<file path="src/rtl/set_job_dispatcher.sv">
// set_job_dispatcher: queues host jobs, issues them to the circle-set core, returns tagged counts with a watchdog
module set_job_dispatcher #(
  parameter int DEPTH = 4,
  parameter int TAG_W = 4,
  parameter int TIMEOUT = 511
) (
  input  logic             clk,
  input  logic             rst,
  input  logic             cmd_valid,
  output logic             cmd_ready,
  input  logic [23:0]      cmd_central,
  input  logic [11:0]      cmd_radius,
  input  logic [1:0]       cmd_mode,
  input  logic [TAG_W-1:0] cmd_tag,
  output logic             set_en,
  output logic [23:0]      set_central,
  output logic [11:0]      set_radius,
  output logic [1:0]       set_mode,
  input  logic             set_busy,
  input  logic             set_valid,
  input  logic [7:0]       set_candidate,
  output logic             res_valid,
  input  logic             res_ready,
  output logic [7:0]       res_candidate,
  output logic [TAG_W-1:0] res_tag,
  output logic             res_err,
  output logic [15:0]      jobs_done
);
  localparam int AW = $clog2(DEPTH);
  localparam int WW = $clog2(TIMEOUT + 1);
  localparam logic [AW:0] FULL = (AW+1)'(DEPTH);
  localparam logic [WW-1:0] LIMIT = WW'(TIMEOUT);
  typedef enum logic [1:0] {IDLE, ACK, RUN} state_t;
  state_t state, state_n;
  logic [23:0] mem_c [DEPTH];
  logic [11:0] mem_r [DEPTH];
  logic [1:0] mem_m [DEPTH];
  logic [TAG_W-1:0] mem_t [DEPTH];
  logic [AW-1:0] wr_ptr, rd_ptr;
  logic [AW:0] count;
  logic [WW-1:0] wdog;
  logic [TAG_W-1:0] job_tag;
  logic push, issue, done, expire;
  assign cmd_ready = count != FULL;
  assign push = cmd_valid && cmd_ready;
  // a stale set_valid in ACK is ignored: completion only counts in RUN with busy low
  always_comb begin
    issue = state == IDLE && count != '0 && !res_valid;
    done = state == RUN && set_valid && !set_busy;
    expire = state != IDLE && !done && wdog == LIMIT;
    state_n = state;
    if (issue) state_n = ACK;
    else if (done || expire) state_n = IDLE;
    else if (state == ACK && set_busy) state_n = RUN;
  end
  always_ff @(posedge clk or posedge rst)
    if (rst) state <= IDLE;
    else state <= state_n;
  always_ff @(posedge clk)
    if (push) begin
      mem_c[wr_ptr] <= cmd_central;
      mem_r[wr_ptr] <= cmd_radius;
      mem_m[wr_ptr] <= cmd_mode;
      mem_t[wr_ptr] <= cmd_tag;
    end
  always_ff @(posedge clk or posedge rst)
    if (rst) begin
      wr_ptr <= '0;
      rd_ptr <= '0;
      count <= '0;
      wdog <= '0;
      set_en <= 1'b0;
      set_central <= '0;
      set_radius <= '0;
      set_mode <= '0;
      job_tag <= '0;
      res_valid <= 1'b0;
      res_candidate <= '0;
      res_tag <= '0;
      res_err <= 1'b0;
      jobs_done <= '0;
    end else begin
      set_en <= issue;
      wr_ptr <= wr_ptr + AW'(push);
      rd_ptr <= rd_ptr + AW'(issue);
      count <= count + (AW+1)'(push) - (AW+1)'(issue);
      wdog <= issue ? '0 : state != IDLE ? wdog + 1'b1 : wdog;
      if (issue) begin
        set_central <= mem_c[rd_ptr];
        set_radius <= mem_r[rd_ptr];
        set_mode <= mem_m[rd_ptr];
        job_tag <= mem_t[rd_ptr];
      end
      if (done || expire) begin
        res_valid <= 1'b1;
        res_candidate <= done ? set_candidate : '0;
        res_err <= expire;
        res_tag <= job_tag;
        jobs_done <= jobs_done + 16'd1;
      end else if (res_ready) res_valid <= 1'b0;
    end
endmodule

</file>
<file path="config.mk">
export PLATFORM = sky130hd
export DESIGN_NAME = set_job_dispatcher
export DESIGN_NICKNAME = d
export VERILOG_FILES = /design/src/rtl/set_job_dispatcher.sv
export SDC_FILE = /design/constraint.sdc
export NUM_CORES = 1
export LEC_CHECK = 0
export BUFFER_PORTS_ARGS = -buffer_cell sky130_fd_sc_hd__buf_2
export CORE_ASPECT_RATIO = 1.5
export CORE_MARGIN = 5
export CORE_UTILIZATION = 45
export CTS_CLUSTER_SIZE = 10
export DETAILED_ROUTE_END_ITERATION = 7
export PLACE_DENSITY_LB_ADDON = 0.12
export SYNTH_ARGS = -nofsm -noshare
export SYNTH_HDL_FRONTEND = slang
export SYNTH_SLANG_ARGS = --single-unit
export TNS_END_PERCENT = 50
</file>
<file path="constraint.sdc">
create_clock -name clk -period 13.29 [get_ports clk]
set_input_delay 3.3225 -clock clk [delete_from_list [all_inputs] [get_ports clk]]
set_output_delay 3.3225 -clock clk [all_outputs]
set_load 0.01 [all_outputs]
</file>
==> results.yml <==
sta:
  setup_viol: 0
  period_minus_slack_ns: 4.597
  rsz0062_at_grt: "false"
  maxSlewHeadroom_pct: 24.28
  max_freq_ghz: 0.2175
  setup_tns_ns: 0
  slew_violations: 0
  worst_pin_slew_ns: 1.128
  clock-skew-final_ns: 0.01040
  hold_slack_ns: 0.4687
  layout_worst_path_cycle_share_pct: 34.59
  finalHoldViolCount: 0
cts:
  cts_setup_buffers: 0
  cts_inserted_buffers: 30
  tritoncts: "done"
  cts_htree_levels: 1
  cts_resized: 0
  clock-sinks: 259
  root_buffer: "clkbuf_16"
  hold_buffers: 0
  clk_pin_slew_ns: 0.05
  clkLatencyLatePin_ns: 0.53
  clk_path_buf_depth: 3
place:
  routabilityCongestion: 0.7035
  portBuffers: 125
  dp_hpwl_um: 11050
synth:
  netlist_area_um2: 9726
  synthesis.nets: 562
  syn_inst: 498
  synth_seq_cells: 259
  yosysSeqAreaShare_pct: 75.29
  ys_warn_count: 0
  synth_cell_types: 36
  syn-mean-instance-area_um2: 19.53
global_route:
  grt_usage_pct: 15.42
  grt_pass1_wl_um: 29920
  grt_overflow: 0
  grt_pass1_vias: 5562
  antenna_found_initial: 2
  grt_max_degree: 61
worst_setup_path:
  cp_max_fo: 4
  critPathLaunchType: "register"
  end_kind: "primary output"
  reg2reg_from: "wdog[0]"
  r2r_end: "jobs_done[5]"
  ff2ff_setup_slack_ns: 10.96
  worstPathRequired_ns: 9.97
  crit_type: "register to primary output"
  reg2reg_depth: 7
  arrival_ns: 1.27
power:
  power.density_nw_per_um2: 225.2
  p_leak_uw: 0.004383
  irDropWorstVdd_uv: 141.8
layout:
  synthToLayoutAreaGrowth_pct: 18.99
  finish.utilization_pct: 53.90
  nets: 708
  drive_gt1_share_pct: 39.22
  final_cell_mix: "168 x edfxtp_1, 125 x buf_2, 89 x dfrtp_1"
  mostFrequentLayoutCell: "edfxtp_1"
  antennaDiodeCount: 0
routing:
  drt_iter0_drc: 261
  viasPerCell: 5.261
  drcViolationCount: 0
  vias: 4945
  ant_nets: 0
  drt_pass1_iterations: 4
  detail_route.wirelength_um: 18520
  wl_per_cell_um: 19.70
min_path:
  hold_depth: 1
  min-delay-start: "jobs_done[15]"
  hold_path_end: "jobs_done[15]"
  min_path_type: "register to register"
floorplan:
  die_area_um2: 24710
  pin_count: 126
  die_x_um: 130.0
  num_rows: 66
  die_h_um: 190.1
  coreArea_um2: 21470
  start_util_pct: 45.30
status:
  status: "completed"
job:
  max-cap-violations: 0
power breakdown:
group	leakage [µW]	internal [µW]	total (µW)	switching, µW
Sequential	0.00264	1090	1230	142
Clock	0.000421	439	731	292
Combinational	0.00132	333	641	308
Total	0.00438	1860	2610	743
logic make-up (layout without fill, tap and decap cells):
logic type	Yosys count	after routing	synth area share, %
AO/OA/AOI/OAI	24	24	1.943
XOR/XNOR	23	23	2.071
adder cells (fa/ha/maj)	8	8	1.106
flip-flops	259	259	75.29
multiplexers	84	84	14.59
AND/OR/NAND/NOR	74	74	3.873
buffers and inverters	26	196	1.132
worst max path at each step:
stage	from	to	slack, ns	depth (start not counted)
after global routing	count[1]	cmd_ready	8.59	3
after detailed placement	set_valid	jobs_done[5]	8.38	5
after CTS	count[1]	cmd_ready	8.66	3
final	count[1]	cmd_ready	8.69	3
after global placement	cmd_valid	count[2]	8.46	8
after floorplan	cmd_valid	mem_c[1][0]	6.23	2
worst max-delay path, cell delays in order, from the launching register on:
cell and delay [ns]:
dfrtp_1 0.42, nor2_1 0.11, nand2_1 0.07, buf_2 0.14
synth_stat cells, drive strengths merged:
master | instances | area [µm²]
nor2 | 12 | 45.04
nor3b | 3 | 22.52
o211ai | 1 | 7.510
or3b | 1 | 11.26
and3 | 3 | 18.77
or2 | 1 | 6.260
mux4 | 42 | 945.9
dfrtp | 91 | 2277
and4 | 2 | 17.52
a2111o | 1 | 11.26
or3 | 3 | 18.77
o21ai | 7 | 35.03
buf | 11 | 53.80
nor3 | 4 | 36.29
a31o | 1 | 8.760
a22o | 8 | 70.07
a2111oi | 1 | 27.53
inv | 8 | 30.03
mux2 | 42 | 473.0
xnor2 | 12 | 105.1
nand2b | 1 | 6.260
nand4 | 8 | 50.05
xor2 | 11 | 96.34
nand3 | 5 | 25.02
a21oi | 5 | 28.78
ha | 7 | 87.58
nand2 | 30 | 112.6
fa | 1 | 20.02
clkbuf | 7 | 26.28
and2 | 1 | 6.260
edfxtp | 168 | 5045
per-layer routing:
layer / track usage [%] / routed length, µm / vias to the layer above
met5: 0 / 14 / -
met4: 3.760 / 247 / 4
met3: 3.371 / 1063 / 21
met2: 27.75 / 9753 / 125
met1: 18.70 / 7441 / 2568
li1: - / - / 2227
sequential cells by signal (all words and copies together) (netlist names):
register / cells
mem_c: 96
mem_r: 48
set_central: 24
jobs_done: 16
mem_t: 16
set_radius: 12
wdog: 9
mem_m: 8
res_candidate: 8
job_tag: 4
res_tag: 4
count: 3
rd_ptr: 2
set_mode: 2
state: 2
wr_ptr: 2
res_err: 1
res_valid: 1
set_en: 1
stage by stage:
stage	setup WS, ns	total power [µW]	std cells	area, µm²
after floorplan	6.227	1672	498	9726
after global placement	8.460	1894	884	10690
after detailed placement	8.377	1917	884	10690
after CTS	8.655	2660	940	11570
after global routing	8.587	2760	940	11570
final	8.693	2606	940	11570
area by class of cell:
type,count,area (µm²)
timing repair buffer,132,678.2
multi-input combinational,213,2310
inverter,8,32.53
fill,1748,9898
clock buffer,55,875.8
clock inverter,1,8.758
tap,272,340.3
sequential,259,7327
(Power assumes the default switching activity.)
